### src/rtl/flag_event_source.sv
// ---------------------------------------------------------------------------
// flag_event_source
// Source side of the cross-domain sticky status flag. Accepts single-cycle
// event strobes with a data word, emits one set pulse per accepted event for
// the destination-side pulse synchronizer, and holds the event data until the
// reader acknowledges. Consecutive set pulses are spaced by at least GAP+1
// cycles. Events arriving while one is pending are dropped and counted.
//
// Ports
//   i_clk         clock
//   i_reset       synchronous active-high reset
//   i_event       single-cycle event strobe
//   i_event_data  data captured with an accepted event
//   i_ack         single-cycle reader acknowledge (releases pending event)
//   i_clr_lost    single-cycle clear of o_lost_cnt / o_overflow
//   o_set_pulse   one-cycle pulse per accepted event
//   o_flag        event pending (accepted, not yet acknowledged)
//   o_data_out    data of the pending or last accepted event
//   o_lost_cnt    dropped-event count, saturating at all-ones
//   o_overflow    sticky, set on any dropped event
// ---------------------------------------------------------------------------
module flag_event_source #(
  parameter int DATA_W = 32,
  parameter int CNT_W  = 8,
  parameter int GAP    = 4
) (
  input  logic              i_clk,
  input  logic              i_reset,
  input  logic              i_event,
  input  logic [DATA_W-1:0] i_event_data,
  input  logic              i_ack,
  input  logic              i_clr_lost,
  output logic              o_set_pulse,
  output logic              o_flag,
  output logic [DATA_W-1:0] o_data_out,
  output logic [CNT_W-1:0]  o_lost_cnt,
  output logic              o_overflow
);

  localparam logic [7:0] GAP_M1 = 8'(GAP - 1);

  typedef enum logic [1:0] {
    S_IDLE,
    S_HOLD,
    S_WAIT_ACK
  } state_t;

  state_t      r_state;
  state_t      w_state_nxt;
  logic [7:0]  r_gap_cnt;
  logic [7:0]  w_gap_cnt_nxt;
  logic        r_ack_seen;
  logic        w_ack_seen_nxt;
  logic        w_accept;
  logic        w_drop;
  logic        w_flag_nxt;

  logic              r_set_pulse;
  logic              r_flag;
  logic [DATA_W-1:0] r_data;
  logic [CNT_W-1:0]  r_lost_cnt;
  logic              r_overflow;

  function automatic logic [CNT_W-1:0] sat_inc(input logic [CNT_W-1:0] v);
    return (&v) ? v : v + 1'b1;
  endfunction

  always_comb begin
    w_state_nxt    = r_state;
    w_gap_cnt_nxt  = r_gap_cnt;
    w_ack_seen_nxt = r_ack_seen;
    w_accept       = 1'b0;
    w_drop         = 1'b0;
    case (r_state)
      S_IDLE: begin
        w_accept = i_event;
      end
      S_HOLD: begin
        // Every event during HOLD is dropped: this enforces the pulse spacing.
        w_drop         = i_event;
        w_ack_seen_nxt = r_ack_seen | i_ack;
        if (r_gap_cnt == 8'd0) begin
          // An ack on the final HOLD cycle counts as well as an earlier one.
          w_state_nxt = (r_ack_seen || i_ack) ? S_IDLE : S_WAIT_ACK;
        end else begin
          w_gap_cnt_nxt = r_gap_cnt - 8'd1;
        end
      end
      S_WAIT_ACK: begin
        if (i_ack) begin
          // Same-cycle ack+event hands straight over to the new event.
          if (i_event) w_accept = 1'b1;
          else         w_state_nxt = S_IDLE;
        end else begin
          w_drop = i_event;
        end
      end
      default: begin
        w_state_nxt = S_IDLE;
      end
    endcase
    if (w_accept) begin
      w_state_nxt    = S_HOLD;
      w_gap_cnt_nxt  = GAP_M1;
      w_ack_seen_nxt = 1'b0;
    end
    w_flag_nxt = (w_state_nxt != S_IDLE);
  end

  always_ff @(posedge i_clk) begin
    if (i_reset) begin
      r_state     <= S_IDLE;
      r_gap_cnt   <= 8'd0;
      r_ack_seen  <= 1'b0;
      r_set_pulse <= 1'b0;
      r_flag      <= 1'b0;
      r_data      <= '0;
      r_lost_cnt  <= '0;
      r_overflow  <= 1'b0;
    end else begin
      r_state     <= w_state_nxt;
      r_gap_cnt   <= w_gap_cnt_nxt;
      r_ack_seen  <= w_ack_seen_nxt;
      r_set_pulse <= w_accept;
      r_flag      <= w_flag_nxt;
      if (w_accept) r_data <= i_event_data;
      // A clear coinciding with a drop leaves exactly that one drop recorded.
      if (i_clr_lost) begin
        r_lost_cnt <= w_drop ? CNT_W'(1) : '0;
        r_overflow <= w_drop;
      end else if (w_drop) begin
        r_lost_cnt <= sat_inc(r_lost_cnt);
        r_overflow <= 1'b1;
      end
    end
  end

  assign o_set_pulse = r_set_pulse;
  assign o_flag      = r_flag;
  assign o_data_out  = r_data;
  assign o_lost_cnt  = r_lost_cnt;
  assign o_overflow  = r_overflow;

endmodule

### config.mk
export PLATFORM = sky130hd
export DESIGN_NAME = flag_event_source
export DESIGN_NICKNAME = d
export VERILOG_FILES = /design/src/rtl/flag_event_source.sv
export SDC_FILE = /design/constraint.sdc
export NUM_CORES = 1
export LEC_CHECK = 0
export ABC_AREA = 1
export CAP_MARGIN = 20
export CORE_ASPECT_RATIO = 0.8
export CORE_UTILIZATION = 45
export DETAILED_ROUTE_END_ITERATION = 12
export DONT_BUFFER_PORTS = 1
export GPL_TIMING_DRIVEN = 0
export RECOVER_POWER = 50
export SKIP_CTS_REPAIR_TIMING = 1
export SYNTH_ARGS = -nofsm -noshare
export SYNTH_HDL_FRONTEND = slang
export SYNTH_SLANG_ARGS = --single-unit
### constraint.sdc
create_clock -name i_clk -period 2.15 [get_ports i_clk]
set_clock_uncertainty 0.1 [all_clocks]
set_input_delay 0.215 -clock i_clk [delete_from_list [all_inputs] [get_ports i_clk]]
set_output_delay 0.215 -clock i_clk [all_outputs]
set_load 0.02 [all_outputs]
* Word-level counts from Yosys, hierarchy flattened
Cells that the tools add are included.
Cells by class: add/subtract/negate cells 2, equality and inequality tests 4, muxes and demuxes 20, bitwise logic cells 2, reductions and logical operators 11
Operators with widths (number):
- $mux 8 | 3
- $mux 2 | 8
- $add 8x1->8 const B | 1
- $logic_not 8->1 | 1
- $reduce_and 8->1 | 1
- $sub 8x1->8 const B | 1
- $mux 1 | 6
- $pmux 2 s3 | 1
- $reduce_and 2->1 | 3
- $reduce_bool 2->1 | 3
- $ne 2x2->1 const B | 2
- $pmux 1 s2 | 2
- $eq 2x1->1 const B | 1
- $eq 2x2->1 const B | 1
- $logic_not 2->1 | 1
- $reduce_or 2->1 | 1
- $logic_or 1x1->1 | 1
- $not 1->1 | 1
- $or 1x1->1 | 1
Storage, ports and cells: register bits after elaboration 54, output and inout bits 43

* Depth between registers and ports, before layout
Gate-level depths: netlist of the first run.
word-level depth 6, depth in mapped cells 11, gate-level depth less buffers 11

* Least setup slack after synthesis of the first run
Ideal clock, no wire load.
kind reg2reg, from register r_lost_cnt[0] (netlist: o_lost_cnt[0]), to register r_lost_cnt[0] (netlist: o_lost_cnt[0]), setup time 0.116 ns, arrival 1.281 ns, setup slack 0.652 ns, stages on the path, launching flop included 9, buffers on the path 0, clock period less this slack 1.498 ns, cells stage by stage dfxtp_1 -> ha_1 -> nand2_2 -> nor2_4 -> inv_2 -> nor3_2 -> nand2_1 -> o21ai_1 -> nand2_1
On the way: word-level cells in the longest chain between the ends 4, elaborated cells between the ends (all ways) 7, those cells by class 1 x add/sub; 1 x eq/ne; 3 x mux; 2 x reduce/logical
RTL lines:
- start, declared | RTL line 61 | logic [CNT_W-1:0] r_lost_cnt;
- start signal, assigned | RTL line 129 | r_lost_cnt <= w_drop ? CNT_W'(1) : '0;
- start signal, assigned | RTL line 132 | r_lost_cnt <= sat_inc(r_lost_cnt);
- $add 8x1->8 | RTL line 65 | return (&v) ? v : v + 1'b1;
- $mux 8 | RTL line 65
- $mux 8 | RTL line 131 | end else if (w_drop) begin
- $mux 8 | RTL line 128 | if (i_clr_lost) begin
Parallel ways exist; a longest one is shown, timed or not. The select of a mux whose other input is x is not followed. A chain may end at the register's enable or synchronous reset.

* Final worst setup path of the first run
from register r_state[0], to register r_flag (netlist: o_flag)
On the way: word-level cells in the longest chain between the ends 5, elaborated cells between the ends (all ways) 10, those cells by class 2 x eq/ne; 6 x mux; 2 x reduce/logical
RTL lines:
- start, declared | RTL line 48 | state_t r_state;
- start signal, assigned | RTL line 121 | r_state <= w_state_nxt;
- $mux 2 | RTL line 92 | if (i_event) w_accept = 1'b1;
- $mux 2 | RTL line 90 | if (i_ack) begin
- $pmux 2 s3 | RTL line 74 | case (r_state)
- $mux 2 * | RTL line 102 | if (w_accept) begin
- $reduce_bool 2->1 * | RTL line 107 | w_flag_nxt = (w_state_nxt != S_IDLE);
- end signal, assigned | RTL line 125 | r_flag <= w_flag_nxt;
- end, declared | RTL line 59 | logic r_flag;
Mark *: on every way between the ends. The rest lies on a longest branch, timed or not.

==> reports/results.md, run 1 <==
| Group | Quantity | Reported |
|---|---|---|
| timing | Worst max-slew margin expressed relative to the limit | 69.27% |
| placement | Post-DP HPWL | 3743 um |
| timing | Min Tclk post-route | 1751 ps |
| synth | Synth Warn # | 0 |
| synth | Distinct cells, synth | 31 |
| floorplanning | Initial Utilization | 47.73% |
| routing | DRC violation count after routing | 6 |
| clock tree | Clk Latency, worst-skew pair | 310 ps |
| timing | PnR worst setup slack | 398.7 ps |
| synth | Sequential-to-total area share from yosys stat | 44.47% |
| critical path | Logic depth of the worst register-to-register path | 9 |
| routing | ANT nets after route | 0 |
| timing | Worst Tran Pin Value | 459.2 ps |
| finish | Syn-to-layout area delta | 21.98% |
| timing | Total Negative Setup Slacks | 0 ps |
| clock tree | Clock sink total | 54 |
| floorplanning | Boundary Pins | 80 |
| power and ir drop | Pleak | 1.377 nW |
| routing | Number of detailed-route iterations in the first pass | 9 |
| global routing | Antenna violations before repair | 0 |
| finish | Commonest cells after routing, fill and taps aside | sky130_fd_sc_hd__nand2_1 (123), sky130_fd_sc_hd__dfxtp_1 (54), sky130_fd_sc_hd__nand3_1 (42) |
| synth | FF+latch count, synth | 54 |
| routing | DR WL/cell | 12.47 um |
| floorplanning | Full die area | 5702 um^2 |
| clock tree | Clock transition at the registers of the reported paths | 100 ps |
| global routing | Global-route usage over all layers | 18.62% |
| finish | Most common cell after layout, fill and taps aside | sky130_fd_sc_hd__nand2_1 |
| synth | Netlist Area Pre-Place | 2431 um^2 |
| routing | Detailed-route wire length | 5387 um |
| timing | Pins Over Slew Limit | 0 |
| routing | Total via count after detailed routing | 2075 |
| clock tree | Number of buffers created by CTS | 5 |
| timing | RSZ-0062 raised after global routing | false |
| timing | Setup-violating endpoint count in the final report | 0 |
| synth | Most used flip-flop cell after synthesis | sky130_fd_sc_hd__dfxtp_1 |
| routing | Vias/cell | 4.803 |
| clock tree | CTS Root Cell | sky130_fd_sc_hd__clkbuf_8 |
| finish | Layout cells sized above 1 | 11.62% |
| synth | Net count of the mapped netlist | 371 |
| status | Failing checks | design-rule violations |
| timing | Final Hold Violating Endpoints | 0 |
| critical path | Max FO, Critical Path | 10 |
| critical path | Worst Path Required | 2300 ps |
| global routing | Pin count of the biggest net entering global routing | 18 |
| synth | Syn Area/Cell | 7.435 um^2 |
| floorplanning | Placement Rows | 23 |
| global routing | Vias in the first global route | 1835 |
| clock tree | CTS tree | yes |
| finish | Combined area of the multi-input logic cells | 1189 um^2 |
| placement | Pre-CTS setup slack | 455.0 ps |
| clock tree | Clock H-tree levels | 2 |
| run | Max_cap viols | 0 |
| critical path | Type of the worst setup path | reg -> reg |
| power and ir drop | Max VDD drop | 0.4315 mV |
| finish | Area taken by flip-flops and latches | 1081 um^2 |
| global routing | Grt ovf | 0 |
| finish | Number of nets in the finished design | 413 |
| critical path | CP startpoint | r_state[0] |
| critical path | Setup crit end kind | flip-flop |
| timing | Crit share post-route | 81.46% |
| synth | Count of flip-flops with a built-in enable after synthesis | 0 |
| floorplanning | Placeable core region | 5094 um^2 |
| synth | Share of flip-flops with an asynchronous set or reset | 0% |
| min path | Tightest Hold Check Type | in -> reg |
| power and ir drop | Pwr dens | 1008 nW/um^2 |
| clock tree | Max Buffers Root-to-Sink | 2 |
| placement | Placer congestion estimate | 0.7706 |
| critical path | Reg-to-Reg End | o_flag |
| critical path | RR Startpoint | r_state[0] |
| floorplanning | Width of the chip | 84.18 um |
| floorplanning | Die Ht | 67.74 um |
| placement | Number of buffer cells added on primary ports | 0 |
| global routing | Global-route wire length before repair | 8369 um |
| finish | Filler cells | 469 |
| critical path | Category of the worst setup path launch point | flip-flop |
| finish | Antenna cell count | 0 |
| critical path | Critical Path End | o_flag |
| synth | Synthesized instance count | 327 |
| status | Status | finished, violations left |
| routing | Number of DRC markers after the initial detailed-route iteration | 115 |
| critical path | Arrival time worst endpoint | 1900 ps |
| critical path | Worst reg-to-reg setup slack | 400 ps |
| timing | Maximum operating frequency | 0.5710 GHz |
-- state kept, by name (all words and copies together) (netlist names) --
name	flops
o_set_pulse	1
o_flag	1
o_overflow	1
o_data_out	32
r_gap_cnt	8
r_ack_seen	1
o_lost_cnt	8
r_state	2
-- through the flow --
step | power, mW | cell area, um^2 | utilization [%] | cells | hold slack (ps)
6_report | 2.990 | 2965 | 58.22 | 432 | 48.91
5_1_grt | 3.204 | 2965 | 58.22 | 432 | 53.37
4_1_cts | 2.976 | 2621 | 51.46 | 397 | -158.4
3_5_place_dp | 2.282 | 2509 | 49.25 | 389 | 182.9
3_3_place_gp | 2.268 | 2509 | 49.25 | 389 | 181.4
2_1_floorplan | 2.115 | 2431 | - | 327 | 177.4
-- cell type report --
cell class,count,share of cell area (%)
tap,62,2.616
clock inverter,3,1.477
inverter,28,3.544
timing repair buffer,35,11.81
multi-input combinational,236,40.08
clock buffer,5,2.321
buffer,9,1.688
sequential,54,36.46
-- synthesized netlist by cell type (2+ instances only) --
master,number,area share [%]
sky130_fd_sc_hd__o21ai_1,4,0.82
sky130_fd_sc_hd__nand2_4,5,2.3
sky130_fd_sc_hd__nand2_2,6,1.5
sky130_fd_sc_hd__ha_1,7,3.6
sky130_fd_sc_hd__nor2_1,14,2.2
sky130_fd_sc_hd__nor2_4,4,1.9
sky130_fd_sc_hd__nand3_1,42,8.6
sky130_fd_sc_hd__o21ai_0,5,1.0
sky130_fd_sc_hd__inv_2,7,1.1
sky130_fd_sc_hd__nand4_1,2,0.51
sky130_fd_sc_hd__buf_4,3,0.93
sky130_fd_sc_hd__inv_1,20,3.1
sky130_fd_sc_hd__buf_2,4,0.82
sky130_fd_sc_hd__nand2_1,122,19
sky130_fd_sc_hd__a21oi_1,10,2.1
sky130_fd_sc_hd__dfxtp_1,54,44
sky130_fd_sc_hd__nor3_1,2,0.41
sky130_fd_sc_hd__a21oi_2,3,1.1
-- power breakdown --
| group | leakage (nW) | switching (mW) | total [mW] | internal [mW] |
|---|---|---|---|---|
| combinational | 0.877 | 0.576 | 0.962 | 0.386 |
| clock | 0.0585 | 0.341 | 0.691 | 0.350 |
| sequential | 0.442 | 0.207 | 1.34 | 1.13 |
-- how the worst min path moves through the flow --
| stage | from | slack, ps | endpoint | cells past startpoint |
|---|---|---|---|---|
| 2_1_floorplan | i_reset | 180 | o_lost_cnt[2] | 1 |
| 3_3_place_gp | i_reset | 180 | o_lost_cnt[2] | 1 |
| 3_5_place_dp | i_reset | 180 | o_lost_cnt[2] | 1 |
| 4_1_cts | i_reset | -160 | o_lost_cnt[2] | 1 |
| 5_1_grt | i_event | 50 | o_data_out[0] | 3 |
| 6_report | i_event | 50 | o_data_out[0] | 3 |
-- critical path, stage by stage (launching register included) --
cell and delay [ps]:
sky130_fd_sc_hd__dfxtp_1 430, sky130_fd_sc_hd__inv_1 110, sky130_fd_sc_hd__ha_1 240, sky130_fd_sc_hd__nand2_1 80
sky130_fd_sc_hd__nand2_1 90, sky130_fd_sc_hd__nand2_4 130, sky130_fd_sc_hd__nand2_1 230, sky130_fd_sc_hd__nor2_1 150
sky130_fd_sc_hd__nand2_1 80, sky130_fd_sc_hd__nand2_1 60
-- cell families after synthesis --
family                   synth area share (%)
AO/OA/AOI/OAI                           6.022
XOR/XNOR                               0.7207
adder cells (fa/ha/maj)                 3.603
buffers and inverters                   6.382
flip-flops                              44.47
AND/OR/NAND/NOR                         38.81
-- metal layers --
| metal | vias up | track usage [%] | wire, um |
|---|---|---|---|
| met5 | - | 0 | 0 |
| met4 | 0 | 5.172 | 35 |
| met3 | 5 | 7.335 | 475 |
| met2 | 63 | 27.87 | 2243 |
| met1 | 886 | 24.94 | 2633 |
| li1 | 1121 | - | - |
Power figures use the tool's default switching activity.
==> inputs of run 2 (changes only) <==
Clock period 2.15 ns to 1.6 ns, I/O delays scaled along.
==> run 2 against run 1 <==
  * Flip-flop and latch count stayed put
  * Clock power rose by 35%
  * Register-to-register slack lost 320 ps
  * Worst hold slack worse by 44 ps
  * The run still ends with design-rule violations left
  * Critical endpoint is now o_lost_cnt[3]
  * Total power is 39% higher
  * First-iteration DRC count is 1.7% higher
  * Wire length is 6.2% higher
  * Clock-buffer cell count stayed put
==> reports/results.md, run 2 (synthesis gave the netlist of run 1 again) <==
| Group | Quantity | Reported | Change |
|---|---|---|---|
| status | Status | finished, violations left |  |
| status | Failing checks | design-rule violations |  |
| floorplanning | Die Ht | 67.74 um | unchanged |
| finish | Syn-to-layout area delta | 28.36% |  |
| floorplanning | Placement Rows | 23 | unchanged |
| floorplanning | Initial Utilization | 47.73% | unchanged |
| finish | Share of the core filled with cells | 61.26% | +3.0 points |
| timing | Setup-violating endpoint count in the final report | 0 | unchanged |
| min path | Tightest Hold Check Type | in -> reg |  |
| routing | DR WL/cell | 13.09 um | +5.0% |
| clock tree | CTS Root Cell | sky130_fd_sc_hd__clkbuf_8 |  |
| global routing | Global-route wire length before repair | 8369 um | unchanged |
| floorplanning | Width of the chip | 84.18 um | unchanged |
| critical path | Max FO, Critical Path | 6 | -4 |
| clock tree | Clock H-tree levels | 2 | unchanged |
| critical path | Logic depth of the worst register-to-register path | 11 | +2 |
| power and ir drop | Max VDD drop | 0.5839 mV | +35% |
| critical path | Category of the worst setup path launch point | flip-flop |  |
| finish | Filler cells | 449 | -4.3% |
| critical path | Reg-to-Reg End | o_lost_cnt[3] |  |
| timing | Maximum operating frequency | 0.6588 GHz | +15% |
| placement | Post-DP HPWL | 3743 um | unchanged |
| clock tree | Number of buffers created by CTS | 5 | unchanged |
| global routing | Met2 usage | 27.87% | unchanged |
| floorplanning | Full die area | 5702 um^2 | unchanged |
| critical path | RR Startpoint | r_state[1] |  |
| power and ir drop | Switching power summed over all nets | 1.585 mW | +41% |
| finish | Area taken by flip-flops and latches | 1100 um^2 | +1.7% |
| finish | Number of nets in the finished design | 418 | +1.2% |
| routing | Number of DRC markers after the initial detailed-route iteration | 117 | +1.7% |
| global routing | Global-route usage over all layers | 18.62% | unchanged |
| power and ir drop | Pleak | 1.435 nW | +4.2% |
| critical path | Critical Path End | o_lost_cnt[3] |  |
| clock tree | CTS tree | yes |  |
| floorplanning | Placeable core region | 5094 um^2 | unchanged |
| finish | Commonest cells after routing, fill and taps aside | sky130_fd_sc_hd__nand2_1 (119), sky130_fd_sc_hd__dfxtp_1 (49), sky130_fd_sc_hd__nand3_1 (41) |  |
| timing | Worst Tran Pin Value | 452.0 ps | -7.220 ps |
| placement | Cell area after placement | 2509 um^2 | unchanged |
| global routing | Grt ovf | 0 | unchanged |
| routing | Number of detailed-route iterations in the first pass | 9 | unchanged |
| critical path | Type of the worst setup path | reg -> reg |  |
| finish | Most common cell after layout, fill and taps aside | sky130_fd_sc_hd__nand2_1 |  |
| routing | Vias/cell | 4.941 | +2.9% |
| power and ir drop | Part of the power in combinational logic | 34.4% | +2.2 points |
| clock tree | Clock transition at the registers of the reported paths | 100 ps | about the same |
| clock tree | Max Buffers Root-to-Sink | 2 | unchanged |
| finish | Layout cells sized above 1 | 18.40% | +6.8 points |
| finish | Final cell area excluding filler cells | 3120 um^2 | +5.2% |
| finish | Largest register FFs | 32 | unchanged |
| power and ir drop | Pwr dens | 1334 nW/um^2 | +32% |
| global routing | Pin count of the biggest net entering global routing | 18 | unchanged |
| critical path | Setup crit end kind | flip-flop |  |
| floorplanning | Boundary Pins | 80 | unchanged |
| finish | Combined area of the multi-input logic cells | 1274 um^2 | +7.2% |
| global routing | Met3 global-route usage | 7.335% | unchanged |
| critical path | Arrival time worst endpoint | 1630 ps | -270 ps |
| timing | Pins Over Slew Limit | 0 | unchanged |
| timing | Min Tclk post-route | 1518 ps | -233.4 ps |
| routing | Detailed-route wire length | 5720 um | +6.2% |
| routing | DRC violation count after routing | 6 | unchanged |
| power and ir drop | Internal power | 2.578 mW | +38% |
| global routing | Most used routing layer | met2 |  |
| critical path | Worst Path Required | 1720 ps | -580 ps |
| global routing | Antenna violations before repair | 0 | unchanged |
| global routing | Vias in the first global route | 1835 | unchanged |
| finish | Antenna cell count | 0 | unchanged |
| placement | Number of buffer cells added on primary ports | 0 | unchanged |
| timing | Final Hold Violating Endpoints | 0 | unchanged |
| power and ir drop | Seq pwr share | 43.2% | -1.5 points |
| finish | Cell Count, Final, Fillers Out | 437 | +1.2% |
| routing | ANT nets after route | 0 | unchanged |
| critical path | Worst reg-to-reg setup slack | 80 ps | -320 ps |
| power and ir drop | Clock network power share | 22.4% | -0.7 points |
| timing | Crit share post-route | 94.87% | +13 points |
| power and ir drop | Net switching fraction of the power | 38.08% | +0.46 points |
| routing | Total via count after detailed routing | 2159 | +4.0% |
| clock tree | Clk Latency, worst-skew pair | 310 ps | about the same |
| placement | Dpl cells | 389 | unchanged |
| run | Max_cap viols | 0 | unchanged |
| global routing | M1 GR Usage | 24.94% | unchanged |
| critical path | CP startpoint | r_state[1] |  |
| placement | Placer congestion estimate | 0.7706 | unchanged |
| timing | Worst max-slew margin expressed relative to the limit | 69.75% | +0.48 points |
| clock tree | Clock sink total | 54 | unchanged |
run 2: changes by cell type in the layout (fill, tap and decap cells not counted), moves of 3 or more:
| cell | change |
|---|---|
| sky130_fd_sc_hd__dfxtp_4 | +5 |
| sky130_fd_sc_hd__ha_4 | +3 |
| sky130_fd_sc_hd__dfxtp_1 | -5 |
| sky130_fd_sc_hd__nand2_1 | -4 |
| sky130_fd_sc_hd__inv_2 | +4 |
| sky130_fd_sc_hd__ha_1 | -5 |
| sky130_fd_sc_hd__inv_1 | -4 |
| sky130_fd_sc_hd__buf_6 | +3 |
run 2: how the worst min path moves through the flow:
stage               startpoint       endpoint  slack, ps  depth (start not counted)
CTS                    i_reset  o_lost_cnt[2]       -210                          1
global placement       i_reset  o_lost_cnt[2]        130                          1
global route           i_reset     o_overflow         10                          3
detailed placement     i_reset  o_lost_cnt[2]        130                          1
finish                 i_reset  o_lost_cnt[7]          5                          3
floorplan              i_reset  o_lost_cnt[2]        120                          1
run 2: metrics by stage:
stage | TNS, ps | hold slack (ps) | setup slack, ps | total power, mW
finish | 0 | 4.944 | 82.08 | 4.163
global route | -52.26 | 13.89 | -12.31 | 4.432
CTS | -1362 | -213.4 | -130.4 | 3.999
detailed placement | -661.3 | 127.9 | -94.99 | 3.066
global placement | -713.0 | 126.4 | -96.46 | 3.048
floorplan | 0 | 122.4 | 102.4 | 2.841
run 2: cell type report:
| class | count | area share (%) |
|---|---|---|
| inverter | 28 | 3.448 |
| multi-input combinational | 236 | 40.82 |
| tap | 62 | 2.486 |
| sequential | 54 | 35.24 |
| buffer | 9 | 1.965 |
| timing repair buffer | 40 | 12.43 |
| clock buffer | 5 | 2.205 |
| clock inverter | 3 | 1.403 |
run 2: power by group through the flow:
stage / Clock [mW] / Combinational, mW / Sequential [mW]
final: 0.931 / 1.43 / 1.80
after CTS: 0.960 / 1.24 / 1.80
after global placement: 0 / 1.22 / 1.82
after floorplan: 0 / 1.05 / 1.79
after global routing: 1.01 / 1.60 / 1.82
after detailed placement: 0 / 1.24 / 1.83
run 2: worst max-delay path, stage by stage (launching register included):
cell                      delay (ps)
sky130_fd_sc_hd__dfxtp_4         390
sky130_fd_sc_hd__inv_2            80
sky130_fd_sc_hd__ha_4            270
sky130_fd_sc_hd__nand2_2          50
sky130_fd_sc_hd__inv_2            60
sky130_fd_sc_hd__nand2_2          70
sky130_fd_sc_hd__nand2_4          80
sky130_fd_sc_hd__nand2_4          90
sky130_fd_sc_hd__nand2_4         100
sky130_fd_sc_hd__nand2_1          50
sky130_fd_sc_hd__nand2_1          70
sky130_fd_sc_hd__inv_1            30
run 2: layer usage:
layer  part of all wire (%)  vias up
met5                      0        -
met4                   0.61        0
met3                    8.4        5
met2                     44       65
met1                     47      952
li1                       -     1137
==> inputs of run 3 (changes only) <==
Settings changed: CORE_MARGIN set to 2, CTS_CLUSTER_DIAMETER set to 200.
==> run 3 against run 2 <==
  * The run now ends clean
  * Register-to-register slack hardly changed
  * Worst hold slack worse by 1.9 ps
  * Core utilization is 1.3 points lower
  * Fmax is 0.91% higher
  * Combinational power is 5% lower
  * Clock-buffer cell count is 1 higher
  * Wire length is 0.38% higher
  * Sequential share of layout area is 0.70 points higher
  * Clock power is 14% lower
  * Die area is 5.4% higher
  * Critical path depth stayed put
  * First-iteration DRC count is 24% lower
  * Critical endpoint is now o_lost_cnt[5]
  * Largest cell class unchanged
==> reports/results.md, run 3 (synthesis gave the netlist of run 1 again) <==
| Group | Quantity | Reported | Change |
|---|---|---|---|
| status | Status | completed |  |
| timing | Setup-violating endpoint count in the final report | 0 | unchanged |
| placement | Number of buffer cells added on primary ports | 0 | unchanged |
| critical path | Worst reg-to-reg setup slack | 100 ps | about the same |
| floorplanning | Placement Rows | 23 | unchanged |
| floorplanning | Initial Utilization | 47.73% | unchanged |
| floorplanning | Boundary Pins | 80 | unchanged |
| global routing | M1 GR Usage | 26.55% | +1.6 points |
| clock tree | Clk Latency, worst-skew pair | 310 ps | about the same |
| timing | Final Hold Violating Endpoints | 0 | unchanged |
| min path | Hold-critical path depth | 3 | unchanged |
| power and ir drop | Seq pwr share | 45.4% | +2.2 points |
| critical path | Setup crit end kind | flip-flop |  |
| routing | Vias/cell | 4.952 | +0.23% |
| clock tree | Max Buffers Root-to-Sink | 2 | unchanged |
| global routing | Grt ovf | 0 | unchanged |
| global routing | Met3 global-route usage | 5.357% | -2.0 points |
| timing | Maximum operating frequency | 0.6648 GHz | +0.91% |
| finish | Most common cell after layout, fill and taps aside | sky130_fd_sc_hd__nand2_1 |  |
| routing | DR WL/cell | 13.20 um | +0.85% |
| global routing | Global-route wire length before repair | 8859 um | +5.9% |
| finish | Antenna cell count | 0 | unchanged |
| power and ir drop | Part of the power in combinational logic | 34.3% | about the same |
| clock tree | CTS tree | yes |  |
| routing | ANT nets after route | 0 | unchanged |
| power and ir drop | Pleak | 1.386 nW | -3.4% |
| finish | Number of nets in the finished design | 416 | -0.48% |
| floorplanning | Full die area | 6010 um^2 | +5.4% |
| critical path | CP startpoint | r_state[1] |  |
| floorplanning | Placeable core region | 5094 um^2 | unchanged |
| critical path | Category of the worst setup path launch point | flip-flop |  |
| routing | Number of detailed-route iterations in the first pass | 6 | -3 |
| critical path | Critical Path End | o_lost_cnt[5] |  |
| placement | Dpl cells | 389 | unchanged |
| global routing | Pin count of the biggest net entering global routing | 17 | -1 |
| critical path | Type of the worst setup path | reg -> reg |  |
| clock tree | CTS Root Cell | sky130_fd_sc_hd__clkbuf_8 |  |
| power and ir drop | Switching power summed over all nets | 1.536 mW | -3.1% |
| routing | Total via count after detailed routing | 2154 | -0.23% |
| routing | DRC violation count after routing | 0 | -6 |
| critical path | Logic depth of the worst register-to-register path | 11 | unchanged |
| timing | Worst Tran Pin Value | 500.3 ps | +48.29 ps |
| finish | Layout cells sized above 1 | 16.89% | -1.5 points |
| critical path | RR Startpoint | r_state[1] |  |
| routing | Detailed-route wire length | 5742 um | +0.38% |
| floorplanning | Die Ht | 69.74 um | +3.0% |
| floorplanning | Width of the chip | 86.18 um | +2.4% |
| global routing | Most used routing layer | met1 |  |
| timing | Min Tclk post-route | 1504 ps | -13.68 ps |
| finish | Filler cells | 456 | +1.6% |
| power and ir drop | Final Power | 3.962 mW | -4.8% |
| global routing | Vias in the first global route | 1844 | +0.49% |
| clock tree | Clock H-tree levels | 2 | unchanged |
| global routing | Antenna violations before repair | 0 | unchanged |
| finish | Share of the core filled with cells | 59.94% | -1.3 points |
| critical path | Reg-to-Reg End | o_lost_cnt[5] |  |
| placement | Cell area after placement | 2509 um^2 | unchanged |
| power and ir drop | Max VDD drop | 0.7102 mV | +22% |
| routing | Number of DRC markers after the initial detailed-route iteration | 89 | -24% |
| clock tree | Number of buffers created by CTS | 5 | unchanged |
| global routing | Global-route usage over all layers | 18.11% | -0.51 points |
| timing | Crit share post-route | 94.02% | -0.85 points |
| min path | Tightest Hold Check Type | in -> reg |  |
| clock tree | Clock transition at the registers of the reported paths | 100 ps | about the same |
| timing | Pins Over Slew Limit | 0 | unchanged |
| finish | Cell Count, Final, Fillers Out | 435 | -0.46% |
| finish | Final cell area excluding filler cells | 3053 um^2 | -2.2% |
| run | Max_cap viols | 0 | unchanged |
| power and ir drop | Clock network power share | 20.3% | -2.1 points |
| finish | Commonest cells after routing, fill and taps aside | sky130_fd_sc_hd__nand2_1 (120), sky130_fd_sc_hd__dfxtp_1 (49), sky130_fd_sc_hd__nand3_1 (41) |  |
| critical path | Arrival time worst endpoint | 1620 ps | about the same |
| global routing | Met2 usage | 26.10% | -1.8 points |
| clock tree | Clock sink total | 54 | unchanged |
| placement | Post-DP HPWL | 3882 um | +3.7% |
| finish | Largest register FFs | 32 | unchanged |
| finish | Syn-to-layout area delta | 25.58% |  |
| placement | Placer congestion estimate | 0.8108 | +5.2% |
| timing | Final worst hold slack | 3.080 ps | -1.865 ps |
| power and ir drop | Pwr dens | 1298 nW/um^2 | -2.7% |
| power and ir drop | Net switching fraction of the power | 38.77% | +0.69 points |
| critical path | Worst Path Required | 1710 ps | about the same |
| power and ir drop | Internal power | 2.426 mW | -5.9% |
| timing | Worst max-slew margin expressed relative to the limit | 66.65% | -3.1 points |
| critical path | Max FO, Critical Path | 6 | unchanged |
run 3: area by class of cell:
type                    instances  area, um^2  share of cell area, %
well taps                      62       77.57                  2.541
flip-flops and latches         54        1097                  35.94
clock buffers                   6       82.58                  2.705
multi-input cells             236        1245                  40.78
clock inverters                 2       12.51                 0.4098
repair buffers                 38       375.4                  12.30
plain buffers                   9       52.55                  1.721
inverters                      28       110.1                  3.607
run 3: worst min path at each step:
stage / startpoint / slack, ps / to
after floorplan: i_reset / 120 / o_lost_cnt[2]
after global placement: i_reset / 120 / o_lost_cnt[2]
after detailed placement: i_reset / 130 / o_lost_cnt[2]
after CTS: i_reset / -210 / o_lost_cnt[2]
after global routing: i_reset / 20 / o_data_out[1]
final: i_reset / 3 / o_lost_cnt[7]
run 3: power by group through the flow:
stage / logic [mW] / registers [mW] / clock network, mW
4_1_cts: 1.24 / 1.80 / 0.823
6_report: 1.36 / 1.80 / 0.802
3_5_place_dp: 1.23 / 1.83 / 0
3_3_place_gp: 1.22 / 1.82 / 0
5_1_grt: 1.54 / 1.82 / 0.893
2_1_floorplan: 1.05 / 1.79 / 0
run 3: through the flow:
| step | TNS [ps] | setup slack [ps] |
|---|---|---|
| floorplan | 0 | 102.4 |
| global placement | -339.6 | -88.49 |
| detailed placement | -540.4 | -95.32 |
| CTS | -936.2 | -120.8 |
| global route | -5.049 | -2.878 |
| finish | 0 | 95.75 |
run 3: routing by layer:
layer | share of wire, % | wire length, um | up-vias
met5 | 0 | 0 | -
met4 | 0.75 | 43 | 0
met3 | 6.9 | 396 | 4
met2 | 44 | 2521 | 59
met1 | 48 | 2781 | 963
li1 | - | - | 1128
run 3: worst max-delay path, cell delays in order (launching register included):
cell and delay, ps:
sky130_fd_sc_hd__dfxtp_4 390, sky130_fd_sc_hd__inv_4 50, sky130_fd_sc_hd__ha_1 270, sky130_fd_sc_hd__nand2_1 60, sky130_fd_sc_hd__inv_2 60, sky130_fd_sc_hd__nand2_2 60, sky130_fd_sc_hd__nand2_4 90, sky130_fd_sc_hd__nand2_8 90
sky130_fd_sc_hd__nand2_8 90, sky130_fd_sc_hd__nand2_1 50, sky130_fd_sc_hd__nand2_1 60, sky130_fd_sc_hd__inv_1 30
